`src/rtl/wb_pkg.sv`:
```
// Shared types for the writeback arbiter: register address, FIFO entry, zero register.
package wb_pkg;
  localparam int WB_XLEN = 32;

  typedef logic [4:0] regaddr_t;

  localparam regaddr_t REG_ZERO = 5'd0;

  typedef struct packed {
    regaddr_t             rd;
    logic [WB_XLEN-1:0]   wd;
  } wb_entry_t;
endpackage

```
`src/rtl/wb_fifo.sv`:
```
// Synchronous FIFO for long-latency results; DEPTH must be a power of two so
// the pointers wrap by plain overflow.
module wb_fifo
  import wb_pkg::*;
#(
  parameter int  DEPTH   = 4,
  parameter type entry_t = wb_entry_t
) (
  input  logic   clk,
  input  logic   reset,
  input  logic   push_i,
  input  entry_t din_i,
  input  logic   pop_i,
  output entry_t head_o,
  output logic   full_o,
  output logic   empty_o
);
  localparam int AW = $clog2(DEPTH);

  entry_t         mem_q [DEPTH];
  logic [AW-1:0]  wr_ptr_q, wr_ptr_d;
  logic [AW-1:0]  rd_ptr_q, rd_ptr_d;
  logic [AW:0]    count_q, count_d;
  logic           do_push, do_pop;

  assign full_o  = (count_q == (AW+1)'(DEPTH));
  assign empty_o = (count_q == '0);
  assign head_o  = mem_q[rd_ptr_q];

  always_comb begin
    do_push  = push_i && !full_o;
    do_pop   = pop_i && !empty_o;
    wr_ptr_d = wr_ptr_q;
    rd_ptr_d = rd_ptr_q;
    count_d  = count_q;
    if (do_push) wr_ptr_d = wr_ptr_q + AW'(1);
    if (do_pop)  rd_ptr_d = rd_ptr_q + AW'(1);
    case ({do_push, do_pop})
      2'b10:   count_d = count_q + (AW+1)'(1);
      2'b01:   count_d = count_q - (AW+1)'(1);
      default: count_d = count_q;
    endcase
  end

  always_ff @(posedge clk) begin
    if (reset) begin
      wr_ptr_q <= '0;
      rd_ptr_q <= '0;
      count_q  <= '0;
    end else begin
      wr_ptr_q <= wr_ptr_d;
      rd_ptr_q <= rd_ptr_d;
      count_q  <= count_d;
    end
  end

  // Storage carries no reset; validity is tracked by count_q alone.
  always_ff @(posedge clk) begin
    if (do_push) mem_q[wr_ptr_q] <= din_i;
  end
endmodule

```
`src/rtl/wb_arbiter.sv`:
```
// Writeback arbiter: in-order pipeline wins the regfile port, buffered
// long-latency results drain otherwise; pend tracks outstanding destinations.
// Optional WB_BYPASS_EN: same-cycle write of a long-latency result when idle.
module wb_arbiter
  import wb_pkg::*;
#(
  parameter int XLEN  = 32,
  parameter int DEPTH = 4
) (
  input  logic            clk,
  input  logic            reset,
  input  logic            pipe_we,
  input  logic [4:0]      pipe_rd,
  input  logic [XLEN-1:0] pipe_wd,
  input  logic            lu_valid,
  output logic            lu_ready,
  input  logic [4:0]      lu_rd,
  input  logic [XLEN-1:0] lu_wd,
  input  logic            iss_valid,
  input  logic [4:0]      iss_rd,
  input  logic [4:0]      chk_rs1,
  input  logic [4:0]      chk_rs2,
  input  logic [4:0]      chk_rd,
  output logic            busy,
  output logic            we3,
  output logic [4:0]      a3,
  output logic [XLEN-1:0] wd3,
  output logic [31:0]     pend
);
  typedef struct packed {
    regaddr_t        rd;
    logic [XLEN-1:0] wd;
  } entry_t;

  entry_t      fifo_head, fifo_din;
  logic        fifo_full, fifo_empty, fifo_push;
  logic        pipe_wr, drain, bypass;
  logic        clr_valid;
  regaddr_t    clr_rd;
  logic [31:0] pend_q, pend_d;

  wb_fifo #(.DEPTH(DEPTH), .entry_t(entry_t)) u_fifo (
    .clk     (clk),
    .reset   (reset),
    .push_i  (fifo_push),
    .din_i   (fifo_din),
    .pop_i   (drain),
    .head_o  (fifo_head),
    .full_o  (fifo_full),
    .empty_o (fifo_empty)
  );

  function automatic logic hazard(regaddr_t r, logic [31:0] p, logic cv, regaddr_t cr);
    return (r != REG_ZERO) && p[r] && !(cv && (cr == r));
  endfunction

  always_comb begin
    pipe_wr  = pipe_we && (pipe_rd != REG_ZERO);
    lu_ready = !reset && !fifo_full;
    drain    = !reset && !pipe_wr && !fifo_empty;
    bypass   = 1'b0;
`ifdef WB_BYPASS_EN
    bypass   = !reset && !pipe_wr && fifo_empty && lu_valid && (lu_rd != REG_ZERO);
`endif
    fifo_push   = lu_valid && lu_ready && (lu_rd != REG_ZERO) && !bypass;
    fifo_din.rd = lu_rd;
    fifo_din.wd = lu_wd;

    we3 = 1'b0;
    a3  = REG_ZERO;
    wd3 = '0;
    if (!reset && pipe_wr) begin
      we3 = 1'b1;
      a3  = pipe_rd;
      wd3 = pipe_wd;
    end else if (drain) begin
      we3 = 1'b1;
      a3  = fifo_head.rd;
      wd3 = fifo_head.wd;
    end else if (bypass) begin
      we3 = 1'b1;
      a3  = lu_rd;
      wd3 = lu_wd;
    end

    clr_valid = drain || bypass;
    clr_rd    = bypass ? lu_rd : fifo_head.rd;

    // Clear first so a same-cycle issue to the same register wins.
    pend_d = pend_q;
    if (clr_valid) pend_d[clr_rd] = 1'b0;
    if (iss_valid && (iss_rd != REG_ZERO)) pend_d[iss_rd] = 1'b1;
    pend_d[0] = 1'b0;

    busy = !reset && (hazard(chk_rs1, pend_q, clr_valid, clr_rd) ||
                      hazard(chk_rs2, pend_q, clr_valid, clr_rd) ||
                      hazard(chk_rd,  pend_q, clr_valid, clr_rd));
  end

  always_ff @(posedge clk) begin
    if (reset) pend_q <= '0;
    else       pend_q <= pend_d;
  end

  assign pend = pend_q;

  iss_no_reissue: assert property (@(posedge clk) disable iff (reset)
    (iss_valid && (iss_rd != REG_ZERO)) |-> !pend_q[iss_rd]);
endmodule

```
`config.mk`:
```
export PLATFORM = sky130hd
export DESIGN_NAME = wb_arbiter
export DESIGN_NICKNAME = d
export VERILOG_FILES = /design/src/rtl/wb_pkg.sv /design/src/rtl/wb_fifo.sv /design/src/rtl/wb_arbiter.sv
export SDC_FILE = /design/constraint.sdc
export NUM_CORES = 1
export LEC_CHECK = 0
export CORE_MARGIN = 2
export CORE_UTILIZATION = 51
export CTS_CLUSTER_DIAMETER = 100
export DETAILED_ROUTE_END_ITERATION = 10
export PLACE_DENSITY_LB_ADDON = 0.05
export REMOVE_ABC_BUFFERS = 1
export SKIP_CTS_REPAIR_TIMING = 1
export SLEW_MARGIN = 20
export SYNTH_ARGS = -nofsm -noshare
export SYNTH_HDL_FRONTEND = slang
export SYNTH_SLANG_ARGS = --single-unit
```
`constraint.sdc`:
```
create_clock -name clk -period 3.85 [get_ports clk]
set_input_delay 0.5775 -clock clk [delete_from_list [all_inputs] [get_ports clk]]
set_output_delay 0.5775 -clock clk [all_outputs]
set_load 0.05 [all_outputs]
```
==> results.md <==
- The H-tree was split into 4 levels.
- The final RePlAce weighted congestion is 0.910.
- Of the cells placed in the final design, the portion with a size suffix greater than 1 is 20.6%.
- Synthesis produced 566 cells.
- The worst vdd rail ir drop is 0.000413 V.
- The classification of the worst setup path is in2out.
- For this run, design rule violations remaining after detail routing come to 0.
- The HPWL after detailed placement is 14400 um.
- The number of optimization iterations in the first detailed-route pass is 7.
- The number of nets in the final layout is 829.
- For this run, the number of Yosys warnings is 0.
- For this run, the top clock speed supported by timing is 278 MHz.
- Measured against its own limit, the worst slew margin works out to 30.0%.
- The antenna cell count is 0.
- The remaining antenna violation count after routing is 0.
- The vertical die dimension is 133 um.
- The post-route cell area is 11300 um^2.
- For this design the static power due to leakage is 3.70 nW.
- The area growth from synthesis to layout is 33.4%.
- The maximum number of pins on one net before global-route repair is 38.
- The global route total overflow is 0.
- Setup violations remaining at the end of the flow were counted as 0.
- The amount of wire on met2 after detailed routing is 10800 um.
- Of the synthesized area, sequential elements account for 62.0%.
- The detailed router used layers up to and including met4.
- The count of routing violations after the opening detailed-route iteration is 383.
- The tool flagged a number of max-cap violations equal to 0.
- Summing over every cut layer, the via total after detailed routing is 5768.
- The post-route fraction of the period consumed by the critical path is 93.3%.
- The max-slew violation count is 0.
- In this run the worst path has a maximum fanout of 9.
- The cell sitting at the root of the clock tree is a sky130_fd_sc_hd__clkbuf_16.
- The CTS clock-pin slew for the worst setup and hold paths is 0.07 ns.
- The number of ports placed on the die boundary is 171.
- The count of port buffers added during placement is 169.
- Synthesis inferred 188 register bits.
- No sink is reached through more buffers than the 2 on the longest clock path.
- The number of antenna violations at the first check in global routing came to 0.
- STA classifies the critical path startpoint as a primary input.
- For this configuration, the core starts out at a cell density of 51.5%.
- The final number of hold-violating endpoints was 0.
- The slew of the pin with the lowest slew margin is 1.05 ns.
- In this run the worst hold path is classified as reg2reg.
- STA puts the critical path data required time at 3.27 ns.
- The mean area per synthesized cell is 14.9 um^2.
- The die covers 17600 um^2.
- The arrival time at the worst endpoint is 3.01 ns.
- TritonCTS built the clock tree.
- In the detailed route, the total length drawn on met3 is 1370 um.
- The first-pass GRT wire length is 33200 um.
- Global routing used 25.0% of the available tracks.
- After detailed routing, the number of vias per cell comes to 6.03.
- The post-synthesis cell area is 8450 um^2.
- Setup repair after global routing left no endpoint under its margin.
- The placeable core region is 16400 um^2.
- The flow ran to the end, and the final reports show no timing, DRC or antenna violations.
- The routed length on met1 is 8840 um.
- In this run the cell area measured after placement is 10700 um^2.
- The accumulated negative setup slack is 0 ns.
- The filler cell count is 1078.
- The via count of the first global-routing pass is 5981.
- The number of buffers created by CTS is 17.
- The total wire length after detailed routing is 21500 um.
- The sort of element at the end of the critical path is an output pin.
- Dividing total power by cell area gives a power density of 419 nW/um^2.
- The number of distinct library cells after synthesis is 42.
- The detailed-route wire length per cell is 22.4 um.
- The clock latency of the later-clocked register in the worst-skew pair is 0.43 ns.
- The clock arrives with 0.00791 ns of skew.
- The clock drives 188 sinks.
- The count of standard-cell rows is 47.
- After layout, the minimum clock period comes to 3.59 ns.
- The die width is 133 um.
cell families (layout without fill, tap and decap cells):
| family | Yosys count | count (layout) | share of synthesized area (%) |
|---|---|---|---|
| DFF | 188 | 188 | 62.0 |
| AOI/OAI and AO/OA | 119 | 119 | 9.13 |
| and+or+nand+nor | 110 | 110 | 6.11 |
| muxes | 70 | 70 | 16.8 |
| buffers and inverters | 52 | 223 | 2.80 |
| xor gates and xnor gates | 20 | 20 | 2.07 |
| adders and majority gates | 6 | 6 | 0.977 |
| other | 1 | 1 | 0.0444 |
synth_stat cells:
cell type,count,area share (%)
sky130_fd_sc_hd__a21oi_1,36,2.1
sky130_fd_sc_hd__nand4b_1,1,0.10
sky130_fd_sc_hd__conb_1,1,0.044
sky130_fd_sc_hd__nor4_1,4,0.30
sky130_fd_sc_hd__nor2_1,23,1.0
sky130_fd_sc_hd__buf_4,1,0.089
sky130_fd_sc_hd__nand4_1,2,0.15
sky130_fd_sc_hd__buf_2,12,0.71
sky130_fd_sc_hd__o21ai_1,1,0.059
sky130_fd_sc_hd__nor3_1,3,0.18
sky130_fd_sc_hd__o31ai_1,2,0.18
sky130_fd_sc_hd__a221oi_1,2,0.21
sky130_fd_sc_hd__or4_1,1,0.089
sky130_fd_sc_hd__mux2_2,6,0.80
sky130_fd_sc_hd__buf_6,3,0.40
sky130_fd_sc_hd__or3_1,4,0.30
sky130_fd_sc_hd__a211o_1,1,0.10
sky130_fd_sc_hd__o211ai_1,3,0.27
sky130_fd_sc_hd__clkbuf_1,16,0.71
sky130_fd_sc_hd__and2_1,6,0.44
sky130_fd_sc_hd__nor4bb_1,1,0.12
sky130_fd_sc_hd__nand3b_1,5,0.44
sky130_fd_sc_hd__buf_1,9,0.40
sky130_fd_sc_hd__xor2_1,13,1.3
sky130_fd_sc_hd__dfxtp_1,40,9.5
sky130_fd_sc_hd__a31oi_1,4,0.30
sky130_fd_sc_hd__o2111ai_1,1,0.10
sky130_fd_sc_hd__ha_1,5,0.74
sky130_fd_sc_hd__edfxtp_1,148,53
sky130_fd_sc_hd__o21ai_0,31,1.8
sky130_fd_sc_hd__inv_1,11,0.49
sky130_fd_sc_hd__xnor2_1,7,0.73
sky130_fd_sc_hd__a22o_1,36,3.7
sky130_fd_sc_hd__nand3_1,7,0.41
sky130_fd_sc_hd__o311a_1,1,0.12
sky130_fd_sc_hd__mux4_2,57,15
sky130_fd_sc_hd__o32ai_1,1,0.10
sky130_fd_sc_hd__nor2b_1,4,0.30
sky130_fd_sc_hd__nand2b_1,3,0.22
sky130_fd_sc_hd__fa_1,1,0.24
sky130_fd_sc_hd__nand2_1,46,2.0
sky130_fd_sc_hd__mux2i_1,7,0.83
routing by layer:
metal / up-vias / global-route usage [%]
li1: 2549 / -
met1: 2895 / 32.6
met2: 283 / 41.7
met3: 41 / 5.79
met4: 0 / 8.72
met5: - / 0
where the power goes:
group / leakage (nW) / internal (mW) / switching (mW)
clock network: 0.282 / 0.866 / 0.805
registers: 1.67 / 2.24 / 0.0261
logic: 1.75 / 0.372 / 0.412
sequential cells by signal, indices dropped and copies added, names as in the netlist, named ones only:
register and count:
u_fifo.wr_ptr_q 2, u_fifo.count_q 3, u_fifo.mem_q 148, u_fifo.rd_ptr_q 2, pend 31
cell usage in the layout, fill, tap and decap left out, drive strengths merged, types with 13 or more instances in the layout:
| master | count |
|---|---|
| a21oi | 36 |
| a22o | 36 |
| buf | 51 |
| clkbuf | 18 |
| clkdlybuf4s50 | 129 |
| dfxtp | 40 |
| edfxtp | 148 |
| inv | 19 |
| mux4 | 57 |
| nand2 | 46 |
| nor2 | 23 |
| o21ai | 32 |
| xor2 | 13 |
area by class of cell:
| type | count | area, um^2 | area share (%) |
|---|---|---|---|
| inverters | 11 | 41.3 | 0.366 |
| flip-flops and latches | 188 | 5250 | 46.5 |
| multi-input cells | 326 | 2990 | 26.5 |
| clock buffers | 18 | 429 | 3.81 |
| repair buffers | 180 | 2150 | 19.1 |
| well taps | 220 | 275 | 2.44 |
| clock inverters | 14 | 145 | 1.29 |
through the flow:
step	hold WS, ns	cells	setup slack, ns	util, %	total power, mW
5_1_grt	0.548	957	0.146	68.7	4.88
3_5_place_dp	0.519	925	0.279	65.2	3.09
4_1_cts	0.528	957	0.271	68.7	4.75
6_report	0.530	957	0.258	68.7	4.72
3_3_place_gp	0.481	925	0.313	65.2	3.08
2_1_floorplan	0.466	525	-0.336	-	2.69
worst max-delay path, stage by stage:
cell,delay (ns)
sky130_fd_sc_hd__clkdlybuf4s50_1,0.79
sky130_fd_sc_hd__mux4_2,0.58
sky130_fd_sc_hd__mux4_2,0.46
sky130_fd_sc_hd__o211ai_1,0.22
sky130_fd_sc_hd__o211ai_1,0.19
sky130_fd_sc_hd__buf_12,0.20
final timing paths:
check,startpoint,to,slack [ns],depth (start not counted)
max,chk_rd[0],busy,0.26,6
min,u_fifo.count_q[2],u_fifo.count_q[2],0.53,2
max reg2reg,u_fifo.count_q[0],u_fifo.mem_q[1][5],1.48,4
min reg2reg,u_fifo.count_q[2],u_fifo.count_q[2],0.53,2
Power figures use the tool's default switching activity.
